===== config.mk =====
export PLATFORM = sky130hd
export DESIGN_NAME = mem_stage_flat
export DESIGN_NICKNAME = d
export VERILOG_FILES = /design/src/rtl/mem_stage_if.sv /design/src/rtl/mem_stage.sv /design/src/flat_wrapper.sv
export SDC_FILE = /design/constraint.sdc
export NUM_CORES = 1
export LEC_CHECK = 0
export BUFFER_PORTS_ARGS = -buffer_cell sky130_fd_sc_hd__buf_2
export CAP_MARGIN = 10
export CORE_AREA = 4 4 151 153
export CTS_CLUSTER_DIAMETER = 150
export DETAILED_ROUTE_END_ITERATION = 6
export DIE_AREA = 0 0 155 157
export SKIP_LAST_GASP = 1
export SYNTH_ARGS = -nofsm -noshare
export SYNTH_HDL_FRONTEND = slang
export SYNTH_SLANG_ARGS = --single-unit

===== constraint.sdc =====
create_clock -name clk -period 5.9 [get_ports clk]
set_input_delay 1.18 -clock clk [delete_from_list [all_inputs] [get_ports clk]]
set_output_delay 1.18 -clock clk [all_outputs]
set_load 0.005 [all_outputs]

===== src/rtl/mem_stage_if.sv =====
// Data-memory request/acknowledge port between the memory stage (master) and data memory (slave).
interface mem_stage_if;
    logic        MemReq;
    logic        MemWe;
    logic [31:0] MemAddr;
    logic [31:0] MemWData;
    logic [31:0] MemRData;
    logic        MemAck;

    modport master (
        output MemReq, MemWe, MemAddr, MemWData,
        input  MemRData, MemAck
    );

    modport slave (
        input  MemReq, MemWe, MemAddr, MemWData,
        output MemRData, MemAck
    );
endinterface


===== src/rtl/mem_stage.sv =====
// Pipeline memory stage: EX/MEM register, variable-latency data-memory access with timeout,
// MEM/WB register and write-back result / forwarding values.
module mem_stage #(
    parameter int unsigned MAX_WAIT = 16
) (
    input  logic               clk,
    input  logic               reset,
    input  logic               RegWriteE,
    input  logic               MemtoRegE,
    input  logic               MemWriteE,
    input  logic [31:0]        ALUResultE,
    input  logic [31:0]        WriteDataE,
    input  logic [3:0]         RdE,
    mem_stage_if.master        mem,
    output logic               StallM,
    output logic               RegWriteM,
    output logic [3:0]         RdM,
    output logic [31:0]        ALUResultM,
    output logic               RegWriteW,
    output logic               MemtoRegW,
    output logic [3:0]         RdW,
    output logic [31:0]        ReadDataW,
    output logic [31:0]        ALUOutW,
    output logic [31:0]        ResultW,
    output logic               MemErr,
    output logic               ErrSticky
);
    localparam int unsigned CNT_W = 8;
    localparam logic [CNT_W-1:0] LAST_CNT = CNT_W'(MAX_WAIT - 1);

    typedef enum logic {IDLE, WAIT} state_t;

    state_t           state_q, state_d;
    logic [CNT_W-1:0] wait_cnt_q, wait_cnt_d;

    logic        mem_to_reg_m;
    logic        mem_write_m;
    logic [31:0] write_data_m;

    logic access_m, mis_m, good_m, ack_m, timeout_now, drop;

    // EX/MEM pipeline register; frozen while the access is outstanding
    always_ff @(posedge clk or posedge reset) begin
        if (reset) begin
            RegWriteM    <= 1'b0;
            mem_to_reg_m <= 1'b0;
            mem_write_m  <= 1'b0;
            ALUResultM   <= '0;
            write_data_m <= '0;
            RdM          <= '0;
        end else if (!StallM) begin
            RegWriteM    <= RegWriteE;
            mem_to_reg_m <= MemtoRegE;
            mem_write_m  <= MemWriteE;
            ALUResultM   <= ALUResultE;
            write_data_m <= WriteDataE;
            RdM          <= RdE;
        end
    end

    assign access_m    = mem_to_reg_m | mem_write_m;
    assign mis_m       = access_m & (ALUResultM[1:0] != 2'b00);
    assign good_m      = access_m & ~mis_m;
    assign ack_m       = good_m & mem.MemAck;
    assign timeout_now = good_m & ~mem.MemAck & (wait_cnt_q == LAST_CNT);
    assign StallM      = good_m & ~mem.MemAck & ~timeout_now;
    assign drop        = mis_m | timeout_now;

    assign mem.MemReq   = good_m;
    assign mem.MemWe    = mem_write_m;
    assign mem.MemAddr  = {ALUResultM[31:2], 2'b00};
    assign mem.MemWData = write_data_m;

    always_ff @(posedge clk or posedge reset) begin
        if (reset) begin
            state_q    <= IDLE;
            wait_cnt_q <= '0;
        end else begin
            state_q    <= state_d;
            wait_cnt_q <= wait_cnt_d;
        end
    end

    // Wait counter tracks how many request cycles have elapsed without an ack
    always_comb begin
        state_d    = state_q;
        wait_cnt_d = wait_cnt_q;
        unique case (state_q)
            IDLE: begin
                wait_cnt_d = '0;
                if (good_m && !mem.MemAck) begin
                    state_d    = WAIT;
                    wait_cnt_d = CNT_W'(1);
                end
            end
            WAIT: begin
                if (ack_m || !good_m || (wait_cnt_q == LAST_CNT)) begin
                    state_d    = IDLE;
                    wait_cnt_d = '0;
                end else begin
                    wait_cnt_d = wait_cnt_q + CNT_W'(1);
                end
            end
        endcase
    end

    // MEM/WB register; a stalled or dropped access retires as a bubble
    always_ff @(posedge clk or posedge reset) begin
        if (reset) begin
            RegWriteW <= 1'b0;
            MemtoRegW <= 1'b0;
            RdW       <= '0;
            ReadDataW <= '0;
            ALUOutW   <= '0;
            MemErr    <= 1'b0;
            ErrSticky <= 1'b0;
        end else begin
            MemErr    <= drop;
            ErrSticky <= ErrSticky | drop;
            if (StallM) begin
                RegWriteW <= 1'b0;
                MemtoRegW <= 1'b0;
            end else begin
                RegWriteW <= RegWriteM & ~drop;
                MemtoRegW <= mem_to_reg_m & ~drop;
                RdW       <= RdM;
                ALUOutW   <= ALUResultM;
                if (mem_to_reg_m && ack_m) begin
                    ReadDataW <= mem.MemRData;
                end
            end
        end
    end

    assign ResultW = MemtoRegW ? ReadDataW : ALUOutW;
endmodule


===== src/flat_wrapper.sv =====
// flat-port wrapper written by rule: the top's interface ports become plain ports
module mem_stage_flat 
#(
    parameter int unsigned MAX_WAIT = 16
)
  (clk, reset, RegWriteE, MemtoRegE, MemWriteE, ALUResultE, WriteDataE, RdE, StallM, RegWriteM, RdM, ALUResultM, RegWriteW, MemtoRegW, RdW, ReadDataW, ALUOutW, ResultW, MemErr, ErrSticky, mem_MemReq, mem_MemWe, mem_MemAddr, mem_MemWData, mem_MemRData, mem_MemAck);
  mem_stage_if mem_i ();
  input  logic clk;
  input  logic reset;
  input  logic RegWriteE;
  input  logic MemtoRegE;
  input  logic MemWriteE;
  input  logic [31:0] ALUResultE;
  input  logic [31:0] WriteDataE;
  input  logic [3:0] RdE;
  output logic StallM;
  output logic RegWriteM;
  output logic [3:0] RdM;
  output logic [31:0] ALUResultM;
  output logic RegWriteW;
  output logic MemtoRegW;
  output logic [3:0] RdW;
  output logic [31:0] ReadDataW;
  output logic [31:0] ALUOutW;
  output logic [31:0] ResultW;
  output logic MemErr;
  output logic ErrSticky;
  output wire logic [$bits(mem_i.MemReq)-1:0] mem_MemReq;
  output wire logic [$bits(mem_i.MemWe)-1:0] mem_MemWe;
  output wire logic [$bits(mem_i.MemAddr)-1:0] mem_MemAddr;
  output wire logic [$bits(mem_i.MemWData)-1:0] mem_MemWData;
  input wire logic [$bits(mem_i.MemRData)-1:0] mem_MemRData;
  input wire logic [$bits(mem_i.MemAck)-1:0] mem_MemAck;
  assign mem_MemReq = mem_i.MemReq;
  assign mem_MemWe = mem_i.MemWe;
  assign mem_MemAddr = mem_i.MemAddr;
  assign mem_MemWData = mem_i.MemWData;
  assign mem_i.MemRData = mem_MemRData;
  assign mem_i.MemAck = mem_MemAck;
  mem_stage #(.MAX_WAIT(MAX_WAIT)) u_core (.clk(clk), .reset(reset), .RegWriteE(RegWriteE), .MemtoRegE(MemtoRegE), .MemWriteE(MemWriteE), .ALUResultE(ALUResultE), .WriteDataE(WriteDataE), .RdE(RdE), .mem(mem_i), .StallM(StallM), .RegWriteM(RegWriteM), .RdM(RdM), .ALUResultM(ALUResultM), .RegWriteW(RegWriteW), .MemtoRegW(MemtoRegW), .RdW(RdW), .ReadDataW(ReadDataW), .ALUOutW(ALUOutW), .ResultW(ResultW), .MemErr(MemErr), .ErrSticky(ErrSticky));
endmodule

Yosys cells after proc, flatten, opt, wreduce, memory -nomap -nowiden
Index checks and enable logic that the tools add are counted.

Register bits: 152. Output and inout bits: 208. Logic and storage cells: 51. Bits of input ports: 106.

Equal/unequal tests: 1. Multiplexer cells: 9. $add $sub $neg: 1. Bitwise gates (word level): 17. Reduce and logical (&&, ||, !) cells: 8.

Operators with widths (count): $mux W32 (1); $pmux W8 S2 (1); $add A8 B1 Y8 const B (1); $and A1 B1 Y1 (8); $eq A8 B4 Y1 const B (1); $mux W8 (1); $not A1 Y1 (6); $mux W1 (5); $or A1 B1 Y1 (3); $logic_and A1 B1 Y1 (2); $logic_not A1 Y1 (2); $logic_or A1 B1 Y1 (2); $pmux W1 S2 (1); $reduce_and A2 Y1 (1); $reduce_bool A2 Y1 (1).

Depth between registers and ports, before layout
Gate-level depths: netlist of run 1.

Depth in word-level cells: 10. Depth in mapped cells: 6. Mapped depth without buffers: 5.

Worst setup path after synthesis of run 1
Ideal clock, no wire load.

Path type: input to output. Start: input port mem_MemAck. End: output port StallM. Arrival: 1812 ps. Required time: 4720 ps. Stages: 4. Slack: 2908 ps. Buffers on the path: 1. Cell sequence: inv_1 -> o2111ai_4 -> inv_2 -> buf_2.

Cells in the longest elaborated chain, start to end: 5.

Ends and longest elaborated chain: start, declared (line flat_wrapper.sv:33) `input wire logic [$bits(mem_i.MemAck)-1:0] mem_MemAck;`; $not A1 Y1 * (line mem_stage.sv:65, mem_stage.sv:66); $and A1 B1 Y1 * (line mem_stage.sv:65, mem_stage.sv:66); $and A1 B1 Y1 (line mem_stage.sv:65) `assign timeout_now = good_m & ~mem.MemAck & (wait_cnt_q == LAST_CNT);`; $not A1 Y1 (line mem_stage.sv:66) `assign StallM = good_m & ~mem.MemAck & ~timeout_now;`; $and A1 B1 Y1 * (line mem_stage.sv:66); end, declared (line flat_wrapper.sv:16) `output logic StallM;`.

Every way passes the cells marked *; elsewhere a longest branch is shown, timed or not.

Worst setup path in the final report of run 1
Start: register u_core.MemtoRegW. End: output port ResultW[15].

Cells in the longest elaborated chain, start to end: 1.

Ends and longest elaborated chain: start, declared (line mem_stage.sv:20) `output logic MemtoRegW,`; start signal, assigned (line mem_stage.sv:125) `MemtoRegW <= mem_to_reg_m & ~drop;`; $mux W32 (line mem_stage.sv:135) `assign ResultW = MemtoRegW ? ReadDataW : ALUOutW;`; end, declared (line flat_wrapper.sv:25) `output logic [31:0] ResultW;`.

No other way between the ends.

==> out/qor.yml, run 1 <==
run_status:
  outcome: "finished, final reports clean"
pwr:
  p_clk_share_pct: 37.9
  leakage_nw: 4.09
  power.internal_mw: 2.06
  vdd_drop_max_uv: 169
  powerDensity_mw_per_mm2: 326
  netSwitchingPower_mw: 0.714
  pwr-share-seq_pct: 46.0
  swShare_pct: 25.7
  p_comb_share_pct: 16.2
worst_setup_path:
  critPathTopFamily: "flip-flops"
  cpPeakStageDelay_ns: 0.96
  cp_num_buf_inv: 1
  r2r_slack_ns: 3.44
  r2r-start: "u_core.wait_cnt_q[0]$_DFF_PP0_"
  crit_slowest_cell: "dfrtp_2"
  worstPathMaxFanout: 33
  cp-end-kind: "output pin"
  critPathKind: "reg2out"
  rr_worst_depth: 6
  critical_path.startpoint_type: "flip-flop"
  critPathRequiredTime_ns: 4.72
  worstPathCellList: "mux2_2 > buf_2"
  regToRegEndpoint: "u_core.RdW[3]$_DFFE_PP0N_"
  crit_arrival_ns: 1.94
grt:
  grt_pass1_wl_mm: 25.2
  grt_antenna_before_repair: 0
  grt-ovfl-total: 0
  grt_pass1_vias: 4450
  grt_usage_pct: 13.4
  grt_max_degree: 73
synth:
  synthArstFlopShare_pct: 100
  synth_edf_count: 0
  syn_inst: 417
  synthDistinctLibCells: 30
  synth-seq-cells: 152
  yosysTopAreaCell: "dfrtp_1"
  yosys.area.top_type_share_pct: 60.2
  ys_top_cells_by_area: "dfrtp_1 (60%), mux2_2 (18%), mux2_1 (12%), buf_4 (3.8%), buf_2 (1.1%)"
  yosysSeqAreaShare_pct: 60.2
  avgSynthCellArea_sq_um: 15.1
  syn_area_sq_mm: 0.00632
  yosysWarnings: 0
  synth_top_flop_cell: "dfrtp_1"
die:
  die_area_sq_mm: 0.0243
  initial_core_util_pct: 29.3
  die_h_um: 157
  rows: 54
  fp.dieW_um: 155
  io_pins: 314
  coreArea_sq_mm: 0.0216
sta:
  final_max_slew_viol_count: 0
  finalCriticalPeriod_ns: 3.12
  fmax_ghz: 0.320
  whs_ns: 0.461
  relSlewSlack_pct: 34.5
  rsz0062_at_grt: "false"
  clock_skew_ns: 0.00984
  period_share_pct: 52.9
  tightest_slew_ns: 0.983
  tns_ns: 0
  final-setup-viol-count: 0
  hold_violations: 0
run:
  cap_violations: 0
worst_hold_path:
  hp-class: "reg2reg"
  min_to: "u_core.ErrSticky$_DFF_PP0_"
  worstHoldStart: "u_core.ErrSticky$_DFF_PP0_"
  hold_path_depth: 1
route:
  drtIter0Drc: 113
  vias: 4355
  firstDrtPassIters: 4
  drt-wirelength-per-cell_um: 16.6
  wl_mm: 16.4
  antenna_left: 0
  vias_per_cell: 4.39
  drc: 0
clocking:
  ctsResizeCount: 0
  clock_latency_ns: 0.41
  cts_hold_buf: 0
  clk_pin_slew_ns: 0.06
  htreeDepth: 4
  cts.sinks: 152
  cts-root-buf: "clkbuf_16"
  clk_path_buf_depth: 2
  post-cts-setup-buffers: 0
  cts_tree: "yes"
  cts_made_buffers: 17
place:
  portBuffers: 311
  place_congestion: 0.714
  dpl.hpwl_mm: 11.8
final_layout:
  n_antenna_cell: 0
  final_nets: 807
  postLayoutCoreUtil_pct: 39.5
  drive_gt1_share_pct: 63.8
  area_growth_pct: 34.7
## area by class of cell
type                       count  area [sq um]
fill                        2109         13000
sequential                   152          3800
multi-input combinational    209          2170
timing repair buffer         315          1590
clock buffer                  21           480
tap                          280           350
clock inverter                10          93.8
inverter                       5          25.0
## worst max-delay path by stage
stage	slack, ns	cells past startpoint	end	from
finish	2.78	2	ResultW[15]	u_core.MemtoRegW$_DFF_PP0_
global route	2.68	2	ResultW[14]	u_core.MemtoRegW$_DFF_PP0_
CTS	2.72	2	ResultW[25]	u_core.MemtoRegW$_DFF_PP0_
detailed placement	2.92	6	u_core.RdW[3]$_DFFE_PP0N_	mem_MemAck
global placement	2.94	6	u_core.mem.MemWData[30]$_DFFE_PP0N_	mem_MemAck
floorplan	0.63	1	u_core.ALUOutW[0]$_DFFE_PP0N_	reset
## state kept, by name, indices dropped and copies added, names as in the netlist, 4 cells and up
| signal | cells |
|---|---|
| u_core.RdM | 4 |
| u_core.ReadDataW | 32 |
| u_core.RdW | 4 |
| u_core.ALUResultM | 32 |
| u_core.ALUOutW | 32 |
| u_core.wait_cnt_q | 8 |
| u_core.mem.MemWData | 32 |
## per-stage QoR
step	cells	worst slack, ns	total power [mW]	cell area [sq um]
final	992	2.78	2.78	8510
after global routing	992	2.68	2.94	8510
after CTS	992	2.72	2.83	8510
after detailed placement	961	2.92	1.76	7930
after global placement	961	2.94	1.75	7930
after floorplan	418	0.627	1.51	6320
## placed cells by master, fill, tap and decap left out, drive strengths merged, types with 2 or more instances in the layout
cell type / count
buf: 315
mux2: 167
dfrtp: 152
clkbuf: 21
inv: 6
clkinv: 5
nand3: 4
o21ai: 4
and2: 4
a21o: 3
or3: 3
a211oi: 3
nor3: 3
clkinvlp: 3
nand2: 2
xnor2: 2
conb: 2
and3: 2
## power by group through the flow
stage	sequential, mW	clock (mW)	combinational (mW)
after floorplan	1.29	0	0.223
after global placement	1.29	0	0.455
after detailed placement	1.30	0	0.460
after CTS	1.28	1.09	0.462
after global routing	1.30	1.14	0.498
final	1.28	1.05	0.448
## routing by layer
layer / GRT usage, % / share of wire [%] / up-vias
met5: 0 / 0 / -
met4: 3.99 / 1.0 / 0
met3: 4.32 / 7.4 / 11
met2: 23.2 / 52 / 160
met1: 15.9 / 39 / 2174
li1: - / - / 2010
## kinds of logic (layout without fill, tap and decap cells)
| kind of cell | count (synthesis) | after routing | synth area share [%] |
|---|---|---|---|
| AOI/OAI and AO/OA | 14 | 14 | 1.78 |
| xor gates and xnor gates | 3 | 3 | 0.416 |
| adders and majority gates | 1 | 1 | 0.198 |
| buffers and inverters | 57 | 351 | 5.57 |
| DFF | 152 | 152 | 60.2 |
| muxes | 167 | 167 | 29.8 |
| other | 1 | 2 | 0.0594 |
| and+or+nand+nor | 22 | 22 | 2.00 |
## synth_stat cells, types with 3 or more instances
cell and count:
dfrtp_1 152, mux2_2 101, mux2_1 66, buf_4 32
buf_2 14, and2_1 4, inv_1 4, nand3_1 4
o21ai_0 4, a211oi_1 3, a21o_1 3, buf_1 3
clkbuf_1 3, nor3_1 3, or3_1 3
(Power assumes the default switching activity.)
==> run 2, diff against run 1 <==
==> constraint.sdc (replaced) <==
create_clock -name clk -period 2.8 [get_ports clk]
set_input_delay 0.56 -clock clk [delete_from_list [all_inputs] [get_ports clk]]
set_output_delay 0.56 -clock clk [all_outputs]
set_load 0.005 [all_outputs]
==> out/qor.yml, run 2 (same netlist as run 1, synthesis figures left out) <==
worst_setup_path:
  critical_path.startpoint_type: "flip-flop"  # unchanged
  crit_slowest_cell: "buf_4"  # was dfrtp_2
  cpPeakStageDelay_ns: 0.44  # was 0.96 ns
  worstPathMaxFanout: 30  # was 33
  crit_arrival_ns: 1.83  # was 1.94 ns
  cp-end-kind: "output pin"  # unchanged
  worstPathCellList: "buf_4 > mux2_2 > buf_2"  # was mux2_2 > buf_2
  critPathKind: "reg2out"  # unchanged
  cp_num_buf_inv: 2  # was 1
  critPathRequiredTime_ns: 2.24  # was 4.72 ns
  critPathTopFamily: "buffers and inverters"  # was flip-flops
final_layout:
  fillers: 2091  # was 2,109
  ff_latch_area_sq_mm: 0.00380  # unchanged
  mostFrequentLayoutCell: "buf_2"  # unchanged
  multi_input_area_sq_mm: 0.00217  # unchanged
  drive_gt1_share_pct: 64.1  # was 63.8%
  mostFrequentLayoutCells: "buf_2 (311), dfrtp_1 (151), mux2_2 (101), mux2_1 (66), clkbuf_16 (17)"  # unchanged
  fin_cells: 999  # was 992
  area_growth_pct: 36.4  # was 34.7%
  final_nets: 812  # was 807
  finalInstanceArea_sq_mm: 0.00862  # was 0.00851 sq mm
clocking:
  clk_path_buf_depth: 2  # unchanged
  clk_pin_slew_ns: 0.07  # was 0.06 ns
  cts-root-buf: "clkbuf_16"  # unchanged
  post-cts-setup-buffers: 0  # unchanged
  cts_tree: "yes"  # unchanged
  ctsResizeCount: 0  # unchanged
  clock_latency_ns: 0.41  # about the same
  cts.sinks: 152  # unchanged
  htreeDepth: 4  # unchanged
  cts_hold_buf: 0  # unchanged
  cts_made_buffers: 17  # unchanged
pwr:
  power.internal_mw: 4.39  # was 2.06 mW
  leakage_nw: 4.14  # was 4.09 nW
  p_comb_share_pct: 15.9  # was 16.2%
  p_clk_share_pct: 39.2  # was 37.9%
  vdd_drop_max_uv: 329  # was 169 uV
  pwr-share-seq_pct: 44.9  # was 46.0%
  swShare_pct: 26.7  # was 25.7%
  powerDensity_mw_per_mm2: 695  # was 326 mW/mm^2
  netSwitchingPower_mw: 1.60  # was 0.714 mW
place:
  portBuffers: 311  # unchanged
  dpl.cell_count: 966  # was 961
  place_congestion: 0.711  # was 0.714
  dpl.hpwl_mm: 12.0  # was 11.8 mm
  dpl_cell_area_sq_mm: 0.00801  # was 0.00793 sq mm
grt:
  grt_max_degree: 56  # was 73
  grt_antenna_before_repair: 1  # was 0
  grt-ovfl-total: 0  # unchanged
  grt_pass1_vias: 4546  # was 4,450
  grt_pass1_wl_mm: 25.2  # about the same
  grt_usage_pct: 13.2  # was 13.4%
sta:
  final-setup-viol-count: 0  # unchanged
  whs_ns: 0.248  # was 0.461 ns
  period_share_pct: 85.4
  tightest_slew_ns: 0.756  # was 0.983 ns
  clock_skew_ns: 0.0118  # was 0.00984 ns
  rsz0062_at_grt: "false"  # unchanged
  hold_violations: 0  # unchanged
  fmax_ghz: 0.418
  finalCriticalPeriod_ns: 2.39
  relSlewSlack_pct: 49.6  # was 34.5%
  tns_ns: 0  # unchanged
  final_max_slew_viol_count: 0  # unchanged
route:
  wl_mm: 16.2  # was 16.4 mm
  drc: 0  # unchanged
  drtIter0Drc: 106  # was 113
  firstDrtPassIters: 4  # unchanged
  antenna_left: 0  # unchanged
  drt-wirelength-per-cell_um: 16.2  # was 16.6 um
  vias: 4368  # was 4,355
  vias_per_cell: 4.37  # was 4.39
run:
  cap_violations: 0  # unchanged
die:
  coreArea_sq_mm: 0.0216  # unchanged
  initial_core_util_pct: 29.3  # unchanged
  io_pins: 314  # unchanged
  fp.dieW_um: 155  # unchanged
  die_area_sq_mm: 0.0243  # unchanged
  rows: 54  # unchanged
  die_h_um: 157  # unchanged
worst_hold_path:
  hp-class: "in2async"  # was reg2reg
run_status:
  outcome: "finished, final reports clean"  # unchanged
## run 2: cell types whose count changed in the layout (fill, tap and decap cells not counted), sizes merged
cell      before  now
clkinvlp       3    2
bufinv         1    2
diode          0    1
buf          315  320
inv            6   11
clkbuf        21   17
## run 2: path summary, 6_finish.rpt
check	depth (start not counted)	startpoint	endpoint	slack, ns
worst min-delay path	2	reset	u_core.mem.MemWData[25]$_DFFE_PP0N_	0.25
worst max register to register	6	u_core.wait_cnt_q[0]$_DFF_PP0_	u_core.mem.MemWData[30]$_DFFE_PP0N_	0.50
worst max-delay path	3	u_core.MemtoRegW$_DFF_PP0_	ResultW[29]	0.41
worst min register to register	1	u_core.ErrSticky$_DFF_PP0_	u_core.ErrSticky$_DFF_PP0_	0.47
min in group clk	2	ALUResultE[1]	u_core.ALUResultM[1]$_DFFE_PP0N_	0.35
max in group asynchronous	3	reset	u_core.ALUResultM[7]$_DFFE_PP0N_	1.84
## run 2: power groups by stage
| stage | registers, mW | logic [mW] | clock network (mW) |
|---|---|---|---|
| after global placement | 2.73 | 0.966 | 0 |
| final | 2.69 | 0.954 | 2.35 |
| after detailed placement | 2.73 | 0.976 | 0 |
| after global routing | 2.73 | 1.06 | 2.55 |
| after CTS | 2.69 | 0.980 | 2.43 |
| after floorplan | 2.71 | 0.470 | 0 |
## run 2: per-stage QoR
stage | setup WS [ns] | power [mW] | utilization (%)
floorplan | 0.323 | 3.18 | -
global placement | 0.532 | 3.69 | 37.2
detailed placement | 0.508 | 3.71 | 37.2
CTS | 0.363 | 6.11 | 40.0
global route | 0.302 | 6.34 | 40.0
finish | 0.410 | 5.99 | 40.0
## run 2: layout make-up
class                      instances  area share (%)
tap                              280            4.06
timing repair buffer             320            19.3
clock buffer                      17            4.94
multi-input combinational        209            25.1
sequential                       152            44.1
antenna                            1          0.0290
clock inverter                    15            2.13
inverter                           5           0.276
## run 2: per-layer routing
metal | track usage [%] | vias to the layer above | wire, um
met5 | 0 | - | 0
met4 | 4.21 | 0 | 255
met3 | 4.23 | 15 | 1250
met2 | 22.8 | 171 | 8130
met1 | 15.8 | 2160 | 6570
li1 | - | 2022 | -
## run 2: worst reg2reg max path, stage by stage, from the launching register on
cell and delay (ns):
dfrtp_1 0.41, ha_1 0.24, nand3_1 0.23, o2111ai_4 0.17, clkinv_2 0.09, buf_4 0.56, mux2_2 0.49
